`src/rtl/maint_scheduler.sv`:
```
// Shared-technician maintenance scheduler.
// Round-robin grant over explicit requests and interval-overdue machines.
module maint_scheduler #(
  parameter int N_MACH         = 4,
  parameter int SERVICE_CYCLES = 8,
  parameter int INTERVAL       = 100,
  localparam int IW  = $clog2(INTERVAL + 1),
  localparam int IDW = $clog2(N_MACH),
  localparam int SW  = (SERVICE_CYCLES > 1) ?
                       $clog2(SERVICE_CYCLES) : 1
) (
  input  logic              clk,
  input  logic              rst,
  input  logic [N_MACH-1:0] req,
  output logic [N_MACH-1:0] grant,
  output logic [IDW-1:0]    svc_id,
  output logic              busy,
  output logic              forced,
  output logic              done,
  output logic [N_MACH-1:0] due,
  output logic [7:0]        total
);

  typedef enum logic [1:0] {
    IDLE    = 2'd0,
    SERVICE = 2'd1,
    DONE    = 2'd2
  } state_t;

  state_t            state, state_n;
  logic [SW-1:0]     svc_cnt;
  logic [IDW-1:0]    rr_ptr;
  logic [IW-1:0]     cnt [N_MACH];
  logic [N_MACH-1:0] pend;
  logic [IDW-1:0]    win;
  logic              hit;
  logic              last;

  // Overdue flags and the combined pending vector
  always_comb begin
    due  = '0;
    pend = '0;
    for (int i = 0; i < N_MACH; i++) begin
      due[i]  = (cnt[i] == IW'(INTERVAL));
      pend[i] = req[i] | due[i];
    end
  end

  // Round-robin pick: first pending index from rr_ptr upward, wrapping
  always_comb begin
    int j;
    win = '0;
    hit = |pend;
    j   = 0;
    for (int k = N_MACH - 1; k >= 0; k--) begin
      j = int'(rr_ptr) + k;
      if (j >= N_MACH) j = j - N_MACH;
      if (pend[j]) win = IDW'(j);
    end
  end

  assign last = (svc_cnt == SW'(SERVICE_CYCLES - 1));

  // Next-state logic and decoded outputs
  always_comb begin
    state_n = state;
    grant   = '0;
    busy    = 1'b0;
    done    = 1'b0;
    unique case (state)
      IDLE: begin
        if (hit) state_n = SERVICE;
      end
      SERVICE: begin
        busy = 1'b1;
        for (int i = 0; i < N_MACH; i++)
          grant[i] = (svc_id == IDW'(i));
        if (last) state_n = DONE;
      end
      DONE: begin
        done    = 1'b1;
        state_n = IDLE;
      end
      default: state_n = IDLE;
    endcase
  end

  // State register
  always_ff @(posedge clk) begin
    if (!rst) state <= IDLE;
    else      state <= state_n;
  end

  // Selection, service timer, pointer and total bookkeeping
  always_ff @(posedge clk) begin
    if (!rst) begin
      svc_id  <= '0;
      forced  <= 1'b0;
      svc_cnt <= '0;
      rr_ptr  <= '0;
      total   <= '0;
    end else begin
      unique case (state)
        IDLE: begin
          if (hit) begin
            svc_id  <= win;
            forced  <= ~req[win];
            svc_cnt <= '0;
          end
        end
        SERVICE: begin
          if (!last) svc_cnt <= svc_cnt + 1'b1;
        end
        DONE: begin
          forced <= 1'b0;
          if (total != 8'hff) total <= total + 8'd1;
          if (svc_id == IDW'(N_MACH - 1)) rr_ptr <= '0;
          else rr_ptr <= svc_id + 1'b1;
        end
        default: ;
      endcase
    end
  end

  // Interval counters: saturate at INTERVAL, cleared when served
  always_ff @(posedge clk) begin
    for (int i = 0; i < N_MACH; i++) begin
      if (!rst)
        cnt[i] <= '0;
      else if (state == DONE && svc_id == IDW'(i))
        cnt[i] <= '0;
      else if (cnt[i] != IW'(INTERVAL))
        cnt[i] <= cnt[i] + 1'b1;
    end
  end

endmodule

```
`config.mk`:
```
export PLATFORM = sky130hd
export DESIGN_NAME = maint_scheduler
export DESIGN_NICKNAME = d
export VERILOG_FILES = /design/src/rtl/maint_scheduler.sv
export SDC_FILE = /design/constraint.sdc
export NUM_CORES = 1
export LEC_CHECK = 0
export ABC_AREA = 1
export CORE_AREA = 3 3 83 85
export CTS_CLUSTER_DIAMETER = 100
export DETAILED_ROUTE_END_ITERATION = 16
export DIE_AREA = 0 0 86 88
export PLACE_DENSITY = 0.72
export SLEW_MARGIN = 5
export SYNTH_ARGS = -nofsm -noshare
export SYNTH_HDL_FRONTEND = slang
export SYNTH_SLANG_ARGS = --single-unit
```
`constraint.sdc`:
```
create_clock -name clk -period 1.9 [get_ports clk]
set_clock_uncertainty 0.2 [all_clocks]
set_input_delay 0.285 -clock clk [delete_from_list [all_inputs] [get_ports clk]]
set_output_delay 0.285 -clock clk [all_outputs]
set_load 0.02 [all_outputs]
```
==> results.toml <==
[die]
row_count = 29
dieArea_um2 = 7570
die_y_um = 88
start_util = 0.453
coreArea_um2 = 6280
pin_count = 27
fp.dieW_um = 86

[synthesis]
synth_cells = 350
syn-cell-area_um2 = 2840
syn_nets = 371
synth.distinct_cells = 32
yosysSeqAreaShare = 0.422
yosysWarningCount = 0
avgSynthCellArea_um2 = 8.13
synth_seq_cells = 46

[layout]
fillers = 533
final_cell_mix = "55 x inv_1, 41 x buf_4, 39 x nor2_1, 39 x nand2_1, 28 x edfxtp_1"
layout-drive-gt1-share = 0.342
diodes = 0
fin_nets = 444
final_common_cell = "inv_1"
areaGrowthSynthToFinish_pct = 34.9

[setup_path]
required_ns = 1.90
slowest_delay_ns = 0.42
reg2reg_slack_ns = -0.13
path_cells = "inv_2 -> ha_2 -> nand2_1 -> nand3b_4 -> inv_4 -> nor3_4 -> or2_1 -> nand3_4 -> nand2_4 -> nand2_2 -> nand3_2 -> nand2_1 -> a21oi_2"
cp_max_fo = 4
cp_top_family = "simple AND/OR/NAND/NOR gates"
critical_path_class = "reg2reg"
worst-path-stages = 13
crit_path_start = "cnt[3][0]"
rr_startpoint = "cnt[3][0]"
timing.rr.end = "forced"
crit_path_start_kind = "flop"
cp-endpoint = "forced"
cp.arrival_ns = 2.03
end_kind = "flop"
slowest_stage = "edfxtp_1"
crit_path_frequent_cell = "nand2_1"
worst-path-buf-inv = 2
r2r_cells = 13

[pwr]
pwr-share-comb = 0.156
swShare = 0.270
ir_drop_mv = 0.354
pwr-share-seq = 0.529
p_int_mw = 1.53
cellLeakagePower_nw = 1.75
p_per_area_nw_per_um2 = 547
p_clk_frac = 0.315
switchingPower_mw = 0.567

[timing]
relSlewSlack = 0.780
worst_slew_pin_slew_ns = 0.330
finalCritPeriodShare = 1.07
layout_setup_ws_ns = -0.126
rsz0062_at_grt = "true"
timing.hold.ws_ns = 0.268
clock.fmax_ghz = 0.494
slew_viol_final = 0
fin_tns_setup_ns = -0.385
hold_viol_final = 0
finalSetupViolations = 5
period_needed_ns = 2.03

[drt]
drc_errors = 0
wire_per_inst_um = 12.8
drt_iter0_markers = 143
viasPerCell = 4.91
dr.pass1.iters = 4
ant_nets = 0
drt-total-wl_mm = 6.40
num_vias = 2461

[global_route]
grt_max_degree = 16
grt_overflow = 0
antenna_found_initial = 0
grtUsageTotal = 0.157
grt_pass1_wl_mm = 9.60
grt_pass1_vias = 2246

[outcome]
outcome = "complete, but fails checks"
violations = "negative setup slack"

[clock_tree]
cts.sinks = 46
cts_root_buf = "clkbuf_8"
insertion_delay_ns = 0.30
cts_buffers = 5
cts.htree.levels = 2
hold_buffers = 0
clk_path_buf_depth = 2
clkTransAtPathRegs_ns = 0.09
cts_tree = "yes"

[min_path]
hp-class = "reg2reg"
min_from = "svc_cnt[1]"

[flow_run]
maxCapViolCount = 0

[placed_design]
place_hpwl_mm = 4.42
gp_congestion = 0.860
io_buffers = 26
## stage by stage
| step | utilization | total power [mW] | setup slack (ns) | cells | area [um2] |
|---|---|---|---|---|---|
| after floorplan | - | 1.29 | 0.00508 | 350 | 2850 |
| after global placement | 0.545 | 1.40 | -0.145 | 482 | 3420 |
| after detailed placement | 0.545 | 1.41 | -0.145 | 482 | 3420 |
| after CTS | 0.562 | 2.06 | -0.0837 | 492 | 3530 |
| after global routing | 0.611 | 2.19 | -0.263 | 501 | 3840 |
| final | 0.611 | 2.10 | -0.126 | 501 | 3840 |
## layout make-up
class | instances | area, um2 | area share
inverters | 80 | 308 | 0.0802
clock inverters | 2 | 15.0 | 0.00391
multi-input cells | 222 | 1550 | 0.405
clock buffers | 6 | 82.6 | 0.0215
well taps | 77 | 96.3 | 0.0251
flip-flops and latches | 46 | 1210 | 0.315
repair buffers | 68 | 576 | 0.150
## kinds of logic after synthesis
family,count (synthesis),share of synthesized area
XOR/XNOR,4,0.0123
buffers and inverters,82,0.112
adder cells (fa/ha/maj),15,0.0660
AO/OA/AOI/OAI,36,0.0691
flip-flops,46,0.422
AND/OR/NAND/NOR,167,0.319
## worst register-to-register path: cells and delay by family (launching register included)
family                     cells  cell delay [ns]
DFF                            1             0.42
and+or+nand+nor                9             0.91
buffers and inverters          2             0.19
adders and majority gates      1             0.15
AOI/OAI and AO/OA              1             0.05
## registers in the layout, indices dropped and copies added, names as in the netlist
register	flops
cnt	28
svc_cnt	3
svc_id	2
rr_ptr	2
forced	1
total	8
state	2
## synthesized netlist by cell type
| master | number | area share |
|---|---|---|
| inv_4 | 1 | 0.0022 |
| or2_1 | 1 | 0.0022 |
| nor3_2 | 1 | 0.0035 |
| ha_1 | 15 | 0.066 |
| buf_6 | 1 | 0.0040 |
| o21ai_0 | 8 | 0.014 |
| nor2_4 | 3 | 0.012 |
| nand2_2 | 6 | 0.013 |
| o211ai_1 | 1 | 0.0026 |
| a21oi_1 | 22 | 0.039 |
| nand3_1 | 22 | 0.039 |
| nor3b_1 | 12 | 0.032 |
| a21oi_2 | 1 | 0.0031 |
| nor3_1 | 12 | 0.021 |
| o21a_1 | 2 | 0.0053 |
| nand2_4 | 2 | 0.0079 |
| nor4_4 | 1 | 0.0075 |
| nand3_2 | 7 | 0.025 |
| dfxtp_1 | 18 | 0.13 |
| nand2_1 | 48 | 0.063 |
| clkbuf_1 | 1 | 0.0013 |
| edfxtp_1 | 28 | 0.30 |
| a31oi_1 | 1 | 0.0022 |
| nor2_2 | 5 | 0.011 |
| inv_2 | 9 | 0.012 |
| nand3_4 | 1 | 0.0062 |
| nor4_1 | 4 | 0.0088 |
| xor2_1 | 4 | 0.012 |
| o41ai_1 | 1 | 0.0031 |
| inv_1 | 70 | 0.092 |
| nand3b_4 | 2 | 0.014 |
| nor2_1 | 40 | 0.053 |
## worst min-delay path by stage
stage	end	slack, ns	cells after the start
finish	svc_cnt[1]	0.27	2
global placement	svc_cnt[1]	0.25	2
global route	svc_cnt[2]	0.30	2
detailed placement	svc_cnt[1]	0.26	2
CTS	svc_cnt[1]	0.27	2
floorplan	rr_ptr[1]	0.22	2
## repair_timing
action | CTS | global route
setup endpoints to repair | 14 | 28
gates resized for setup | 38 | 76
setup buffers | 2 | 9
pin swaps | 1 | 20
## power groups by stage
stage	clock network (mW)	registers (mW)	logic [mW]
floorplan	0	1.14	0.154
global placement	0	1.13	0.272
detailed placement	0	1.13	0.279
CTS	0.667	1.11	0.285
global route	0.707	1.11	0.366
finish	0.662	1.11	0.327
## layer usage
layer / vias up / GRT usage / share of wire
met1: 1123 / 0.199 / 0.45
met3: 9 / 0.0339 / 0.039
met2: 55 / 0.268 / 0.50
met5: - / 0 / 0
li1: 1274 / - / -
met4: 0 / 0.0475 / 0.015
Note: power is estimated with default switching activity, not from simulation.
